<file path="src/rtl/uart_lbt_pkg.sv">
// Shared types and constants for the UART loopback tester: FSM state encoding,
// default parameter values and maximal-length LFSR tap masks.
package uart_lbt_pkg;

    typedef enum logic [2:0] {
        IDLE    = 3'd0,
        LOAD    = 3'd1,
        WAIT_RX = 3'd2,
        CHECK   = 3'd3,
        DONE    = 3'd4
    } state_e;

    localparam int unsigned DEF_DATA_W        = 8;
    localparam int unsigned DEF_NUM_SYM       = 4;
    localparam int unsigned DEF_SEED          = 'hAA;
    localparam int unsigned DEF_TIMEOUT_TICKS = 4096;
    localparam int unsigned DEF_CNT_W         = 16;

    // Bit i set means stage i+1 feeds the XOR; each mask gives a maximal-length sequence.
    function automatic logic [15:0] lfsr_taps(input int unsigned width);
        logic [15:0] taps;
        case (width)
            5:       taps = 16'h0014;
            6:       taps = 16'h0030;
            7:       taps = 16'h0060;
            8:       taps = 16'h00B8;
            9:       taps = 16'h0110;
            10:      taps = 16'h0240;
            11:      taps = 16'h0500;
            12:      taps = 16'h0829;
            13:      taps = 16'h100D;
            14:      taps = 16'h2015;
            15:      taps = 16'h6000;
            16:      taps = 16'hD008;
            default: taps = 16'h00B8;
        endcase
        return taps;
    endfunction

endpackage

</file>
<file path="src/rtl/uart_lbt_if.sv">
// UART-side connection of the loopback tester: transmit handshake, receive strobe
// and baud tick. master = tester, slave = UART tx/rx pair.
interface uart_lbt_if #(
    parameter int unsigned DATA_W = 8
) ();
    logic              tick_en;
    logic              tx_busy;
    logic              rx_valid;
    logic [DATA_W-1:0] rx_data;
    logic              tx_en;
    logic              rx_en;
    logic              tx_wr;
    logic [DATA_W-1:0] tx_data;

    modport master (
        input  tick_en, tx_busy, rx_valid, rx_data,
        output tx_en, rx_en, tx_wr, tx_data
    );

    modport slave (
        output tick_en, tx_busy, rx_valid, rx_data,
        input  tx_en, rx_en, tx_wr, tx_data
    );
endinterface

</file>
<file path="src/rtl/uart_lbt_pattern.sv">
// Test-pattern source: incrementing counter, or a Fibonacci LFSR when
// UART_LBT_PRBS_EN is defined. load reseeds, advance steps once.
module uart_lbt_pattern
    import uart_lbt_pkg::*;
#(
    parameter int unsigned DATA_W = DEF_DATA_W
) (
    input  logic              clk,
    input  logic              reset,
    input  logic              load,
    input  logic              advance,
    input  logic [DATA_W-1:0] seed,
    output logic [DATA_W-1:0] sym_o
);

    logic [DATA_W-1:0] sym_q;
    logic [DATA_W-1:0] sym_d;

`ifdef UART_LBT_PRBS_EN
    localparam logic [15:0]       TAPS16 = lfsr_taps(DATA_W);
    localparam logic [DATA_W-1:0] TAPS   = TAPS16[DATA_W-1:0];

    // An all-zero seed would lock the LFSR, so it is replaced by 1.
    always_comb begin
        sym_d = sym_q;
        if (load)
            sym_d = (seed == '0) ? DATA_W'(1) : seed;
        else if (advance)
            sym_d = {sym_q[DATA_W-2:0], ^(sym_q & TAPS)};
    end
`else
    always_comb begin
        sym_d = sym_q;
        if (load)
            sym_d = seed;
        else if (advance)
            sym_d = sym_q + DATA_W'(1);
    end
`endif

    always_ff @(posedge clk or posedge reset) begin
        if (reset)
            sym_q <= '0;
        else
            sym_q <= sym_d;
    end

    assign sym_o = sym_q;

endmodule

</file>
<file path="src/rtl/uart_loopback_tester.sv">
// Self-checking UART loopback engine: sends NUM_SYM symbols one by one, compares each
// echoed word, reports errors/timeout/pass. Define UART_LBT_PRBS_EN for an LFSR pattern.
module uart_loopback_tester
    import uart_lbt_pkg::*;
#(
    parameter int unsigned DATA_W        = DEF_DATA_W,
    parameter int unsigned NUM_SYM       = DEF_NUM_SYM,
    parameter int unsigned SEED          = DEF_SEED,
    parameter int unsigned TIMEOUT_TICKS = DEF_TIMEOUT_TICKS,
    parameter int unsigned CNT_W         = DEF_CNT_W
) (
    input  logic             clk,
    input  logic             reset,
    input  logic             start,
    uart_lbt_if.master       uart,
    output logic             busy,
    output logic             done,
    output logic             pass,
    output logic             timeout,
    output logic [CNT_W-1:0] err_count,
    output logic [CNT_W-1:0] sym_count
);

    localparam logic [DATA_W-1:0] SEED_W = DATA_W'(SEED);
    localparam int unsigned       TMO_W  = $clog2(TIMEOUT_TICKS + 1);

    state_e            state_q;
    logic              tx_en_q, rx_en_q, tx_wr_q;
    logic [DATA_W-1:0] tx_data_q, exp_q, rx_q;
    logic              busy_q, done_q, pass_q, timeout_q;
    logic [CNT_W-1:0]  err_q, sym_q;
    logic [TMO_W-1:0]  tmo_q;

    logic              pat_load, pat_adv;
    logic [DATA_W-1:0] pat_sym;
    logic [CNT_W-1:0]  err_d, sym_d;
    logic              last_sym, last_tick;

    uart_lbt_pattern #(.DATA_W(DATA_W)) u_pattern (
        .clk     (clk),
        .reset   (reset),
        .load    (pat_load),
        .advance (pat_adv),
        .seed    (SEED_W),
        .sym_o   (pat_sym)
    );

    always_comb begin
        pat_load  = start && (state_q == IDLE || state_q == DONE);
        pat_adv   = (state_q == CHECK);
        err_d     = err_q;
        if (rx_q != exp_q && err_q != '1)
            err_d = err_q + CNT_W'(1);
        sym_d     = sym_q + CNT_W'(1);
        last_sym  = (32'(sym_q) + 32'd1) == NUM_SYM;
        last_tick = (32'(tmo_q) + 32'd1) >= TIMEOUT_TICKS;
    end

    always_ff @(posedge clk or posedge reset) begin
        if (reset) begin
            state_q   <= IDLE;
            tx_en_q   <= 1'b1;
            rx_en_q   <= 1'b1;
            tx_wr_q   <= 1'b0;
            tx_data_q <= '0;
            exp_q     <= '0;
            rx_q      <= '0;
            busy_q    <= 1'b0;
            done_q    <= 1'b0;
            pass_q    <= 1'b0;
            timeout_q <= 1'b0;
            err_q     <= '0;
            sym_q     <= '0;
            tmo_q     <= '0;
        end else begin
            tx_wr_q <= 1'b0;
            case (state_q)
                IDLE, DONE: begin
                    if (start) begin
                        state_q   <= LOAD;
                        busy_q    <= 1'b1;
                        done_q    <= 1'b0;
                        pass_q    <= 1'b0;
                        timeout_q <= 1'b0;
                        err_q     <= '0;
                        sym_q     <= '0;
                    end
                end
                LOAD: begin
                    if (!uart.tx_busy) begin
                        tx_wr_q   <= 1'b1;
                        tx_data_q <= pat_sym;
                        exp_q     <= pat_sym;
                        tmo_q     <= '0;
                        state_q   <= WAIT_RX;
                    end
                end
                WAIT_RX: begin
                    // A word arriving together with the final tick still counts.
                    if (uart.rx_valid) begin
                        rx_q    <= uart.rx_data;
                        state_q <= CHECK;
                    end else if (uart.tick_en) begin
                        if (last_tick) begin
                            state_q   <= DONE;
                            timeout_q <= 1'b1;
                            done_q    <= 1'b1;
                            busy_q    <= 1'b0;
                            pass_q    <= 1'b0;
                        end else begin
                            tmo_q <= tmo_q + TMO_W'(1);
                        end
                    end
                end
                CHECK: begin
                    err_q <= err_d;
                    sym_q <= sym_d;
                    if (last_sym) begin
                        state_q <= DONE;
                        done_q  <= 1'b1;
                        busy_q  <= 1'b0;
                        pass_q  <= (err_d == '0) && !timeout_q;
                    end else begin
                        state_q <= LOAD;
                    end
                end
                default: state_q <= IDLE;
            endcase
        end
    end

    assign uart.tx_en   = tx_en_q;
    assign uart.rx_en   = rx_en_q;
    assign uart.tx_wr   = tx_wr_q;
    assign uart.tx_data = tx_data_q;
    assign busy         = busy_q;
    assign done         = done_q;
    assign pass         = pass_q;
    assign timeout      = timeout_q;
    assign err_count    = err_q;
    assign sym_count    = sym_q;

endmodule

</file>
<file path="src/flat_wrapper.sv">
// flat-port wrapper written by rule: the top's interface ports become plain ports
module uart_loopback_tester_flat import uart_lbt_pkg::*;
#(
    parameter int unsigned DATA_W        = DEF_DATA_W,
    parameter int unsigned NUM_SYM       = DEF_NUM_SYM,
    parameter int unsigned SEED          = DEF_SEED,
    parameter int unsigned TIMEOUT_TICKS = DEF_TIMEOUT_TICKS,
    parameter int unsigned CNT_W         = DEF_CNT_W
)
  (clk, reset, start, busy, done, pass, timeout, err_count, sym_count, uart_tick_en, uart_tx_busy, uart_rx_valid, uart_rx_data, uart_tx_en, uart_rx_en, uart_tx_wr, uart_tx_data);
  uart_lbt_if #(.DATA_W(DATA_W)) uart_i ();
  input  logic clk;
  input  logic reset;
  input  logic start;
  output logic busy;
  output logic done;
  output logic pass;
  output logic timeout;
  output logic [CNT_W-1:0] err_count;
  output logic [CNT_W-1:0] sym_count;
  input wire logic [$bits(uart_i.tick_en)-1:0] uart_tick_en;
  input wire logic [$bits(uart_i.tx_busy)-1:0] uart_tx_busy;
  input wire logic [$bits(uart_i.rx_valid)-1:0] uart_rx_valid;
  input wire logic [$bits(uart_i.rx_data)-1:0] uart_rx_data;
  output wire logic [$bits(uart_i.tx_en)-1:0] uart_tx_en;
  output wire logic [$bits(uart_i.rx_en)-1:0] uart_rx_en;
  output wire logic [$bits(uart_i.tx_wr)-1:0] uart_tx_wr;
  output wire logic [$bits(uart_i.tx_data)-1:0] uart_tx_data;
  assign uart_i.tick_en = uart_tick_en;
  assign uart_i.tx_busy = uart_tx_busy;
  assign uart_i.rx_valid = uart_rx_valid;
  assign uart_i.rx_data = uart_rx_data;
  assign uart_tx_en = uart_i.tx_en;
  assign uart_rx_en = uart_i.rx_en;
  assign uart_tx_wr = uart_i.tx_wr;
  assign uart_tx_data = uart_i.tx_data;
  uart_loopback_tester #(.DATA_W(DATA_W), .NUM_SYM(NUM_SYM), .SEED(SEED), .TIMEOUT_TICKS(TIMEOUT_TICKS), .CNT_W(CNT_W)) u_core (.clk(clk), .reset(reset), .start(start), .uart(uart_i), .busy(busy), .done(done), .pass(pass), .timeout(timeout), .err_count(err_count), .sym_count(sym_count));
endmodule
</file>
<file path="config.mk">
export PLATFORM = sky130hd
export DESIGN_NAME = uart_loopback_tester_flat
export DESIGN_NICKNAME = d
export VERILOG_FILES = /design/src/rtl/uart_lbt_pkg.sv /design/src/rtl/uart_lbt_if.sv /design/src/rtl/uart_lbt_pattern.sv /design/src/rtl/uart_loopback_tester.sv /design/src/flat_wrapper.sv
export SDC_FILE = /design/constraint.sdc
export NUM_CORES = 1
export LEC_CHECK = 0
export CAP_MARGIN = 30
export CORE_MARGIN = 1
export CORE_UTILIZATION = 35
export CTS_CLUSTER_SIZE = 14
export DETAILED_ROUTE_END_ITERATION = 10
export GPL_TIMING_DRIVEN = 0
export PLACE_DENSITY = 0.66
export SETUP_SLACK_MARGIN = 0.15
export SLEW_MARGIN = 20
export SYNTH_ARGS = -nofsm -noshare
export SYNTH_HDL_FRONTEND = slang
export SYNTH_SLANG_ARGS = --single-unit
export TNS_END_PERCENT = 20
</file>
<file path="constraint.sdc">
create_clock -name clk -period 2.4 [get_ports clk]
set_input_delay 0.24 -clock clk [delete_from_list [all_inputs] [get_ports clk]]
set_output_delay 0.24 -clock clk [all_outputs]
set_load 0.1 [all_outputs]
</file>
==> reports/qor.csv <==
metric,value,unit
worst r2r dst,u_core.pass,
Main synth FF type,dfrtp_1,
final hold slack,0.212,ns
Hold Fails Final Rpt,0,
register area share after synthesis,0.430,
final core occ,0.511,
FF-to-FF path depth,9,
core area,12300,sq um
"Area growth, synth to finish",39.8,%
placer congestion estimate,0.903,
Slew Limit Fails,0,
first-pass GRT wire length,19900,microns
clk slew on worst S/H paths,0.06,ns
leak pwr,2.54,nW
Mapped Area,4480,sq um
critical path's slowest cell,or4_4,
unrepaired setup endpoints after global routing,true,
H-tree depth,3,
initial antenna violation count,0,
fillcell total,1094,
layout cells sized above 1,0.304,
Synth Instances,490,
MaxCap Viol Count,0,
Max transition margin,0.346,
worst setup path start,u_core.err_count[1],
Async SR Flop Fraction,1.00,
CP required,2.65,ns
largest net degree at the start of global routing,59,
routed vias,4281,
"most common cell after layout, fill and taps aside",o21ai_0,
Mapped Avg Cell Area,9.14,sq um
total gr overflow,0,
crit path max fanout,7,
crit path capture type,register,
CP Launch Type,register,
CTS Sinks,77,
# rows,40,
die height,115,microns
post-synth cell types,63,
"most used cell, CP",and3_4,
Root Driver,clkbuf_16,
Vias/cell,5.58,
final setup fails,0,
hpwl dp,8320,microns
routed wire length,12400,microns
clock latency on the worst-skew pair,0.34,ns
DR DRC count,0,
clk_skew,0.00652,ns
Placed Instances,718,
initial DRC count,324,
number of global-route vias before repair,3976,
CTS tree,done,
period utilization,0.995,
Worst R2R Start,u_core.err_count[1],
upper clock frequency limit,419,MHz
post-route ant nets,0,
worst path arrival time,2.64,ns
post-route setup slack,0.0123,ns
GRT Util Overall,0.194,
Starting Density,0.365,
YS warnings,2,
crit-path max cell delay,0.53,ns
CTS buffer count,9,
DR WL/cell,16.1,microns
Max IR drop VDD,0.787,mV
register-to-register setup slack,0.01,ns
layout net count,612,
#FFs+latches synth,77,
IO buf count,58,
number of flops mapped to enable cells by yosys,0,
power per standard cell area,876,nW/um^2
io pins,61,
Antenna diodes,0,
first drt pass iteration count,5,
fin crit period,2.39,ns
status,"complete, no violations",
actual slew at the worst max-slew pin,0.978,ns
Die ar.,13300,sq um
Clock Path Buffers,2,
Place WS,-0.290,ns
most frequent cells in the layout,"o21ai_0, nand2_1, clkdlybuf4s50_1",
Post-CTS Hold Buffers,0,
Worst Setup Path Type,register to register,
Hold Crit Class,primary input to async pin,
CP cell instances,buf_4 -> and4_4 -> and3_4 -> buf_6 -> and3_4 -> o32ai_2 -> a41oi_2 -> or4_4 -> o31ai_2,
Tot Pwr,5.48,mW
die width,115,microns
Non-Filler Instances,767,
==> synthesized netlist by cell type (2+ instances only) <==
library cell	number	share of area
mux2i_1	2	0.0045
nor4b_1	2	0.0039
or4_1	4	0.0067
a311oi_1	2	0.0039
a31oi_1	6	0.0084
o21ai_0	59	0.066
nand3_1	24	0.027
o21a_1	2	0.0034
buf_1	2	0.0017
nand4_1	15	0.021
dfrtp_1	77	0.43
buf_6	5	0.013
mux2_2	17	0.043
nor4_1	4	0.0056
nand2b_1	5	0.0070
or3_1	4	0.0056
o41ai_1	5	0.0098
and4_1	4	0.0078
o211ai_1	2	0.0034
nor2_1	38	0.032
o31ai_1	13	0.022
a21oi_1	17	0.019
or2_2	2	0.0028
xor2_1	5	0.0098
nor3_1	11	0.012
a31o_2	2	0.0039
and2_1	4	0.0056
and3_4	3	0.0075
a22o_1	4	0.0078
ha_1	4	0.011
and3_1	13	0.018
buf_4	3	0.0050
nor2_2	2	0.0028
nand2_1	53	0.044
a41oi_1	3	0.0059
a211oi_1	2	0.0034
o2111ai_1	2	0.0039
xnor2_1	18	0.035
clkbuf_1	11	0.0092
inv_1	9	0.0075
buf_2	8	0.0089
==> registers in the layout, indices dropped and copies added, names as in the netlist <==
name,count
u_core.err_count,16
u_core.sym_count,16
u_core.tmo_q,13
u_core.rx_q,8
u_core.u_pattern.sym_o,8
u_core.uart.tx_data,8
u_core.state_q,3
u_core.busy,1
u_core.done,1
u_core.pass,1
u_core.timeout,1
u_core.uart.tx_wr,1
==> how the worst max path moves through the flow <==
| stage | end | slack [ns] | depth (start not counted) |
|---|---|---|---|
| after global placement | u_core.sym_count[1] | -1.44 | 2 |
| after CTS | u_core.pass | 0.05 | 9 |
| after global routing | u_core.pass | -0.07 | 9 |
| final | u_core.pass | 0.01 | 9 |
| after floorplan | u_core.pass | -0.10 | 10 |
| after detailed placement | u_core.tmo_q[4] | -0.29 | 9 |
==> metal layers <==
| metal | GRT usage | routed length [microns] | up-vias | share of wire |
|---|---|---|---|---|
| met2 | 0.310 | 5890 | 149 | 0.48 |
| li1 | - | - | 2019 | - |
| met5 | 0 | 0 | - | 0 |
| met4 | 0.0675 | 239 | 0 | 0.019 |
| met3 | 0.0469 | 585 | 21 | 0.047 |
| met1 | 0.256 | 5660 | 2092 | 0.46 |
==> power breakdown <==
group	switching, mW	internal, mW
logic	1.62	0.808
clock network	0.547	0.702
registers	0.256	1.55
==> cells by family (layout without fill, tap and decap cells) <==
kind of cell	count (synthesis)	after routing	synth area share
AO/OA/AOI/OAI	128	128	0.179
XOR/XNOR	23	23	0.0450
AND/OR/NAND/NOR	199	199	0.239
buffers and inverters	38	146	0.0450
multiplexers	20	20	0.0503
adder cells (fa/ha/maj)	4	4	0.0112
flip-flops	77	77	0.430
other	1	2	0.000837
==> per-stage QoR <==
step                instance area, sq um  TNS, ns
finish                              6260        0
global placement                    5440  -101.79
CTS                                 6000        0
floorplan                           4650   -0.107
detailed placement                  5470    -2.10
global route                        6260  -0.0665
==> cell type report <==
cell class              instances  area [sq um]  area share
clock buffers                  11           233      0.0372
plain buffers                  29           228      0.0364
repair buffers                 92           903       0.144
multi-input cells             376          2640       0.422
flip-flops and latches         77          1970       0.315
clock inverters                 5          36.3     0.00579
well taps                     168           210      0.0336
inverters                       9          36.3     0.00579
==> critical path: cells and delay by family, from the launching register on <==
kind / cells / cell delay, ns
simple gates: 4 / 1.07
compound gates: 3 / 0.53
flops: 1 / 0.42
buf+inv: 2 / 0.29
==> timing repair <==
item                       in CTS  in global routing
gates resized for setup        18                 51
hold endpoints to repair        0                  0
pin swaps                      17                 10
buffers inserted               24                  9
setup endpoints to repair      31                 52
Power figures use the tool's default switching activity.
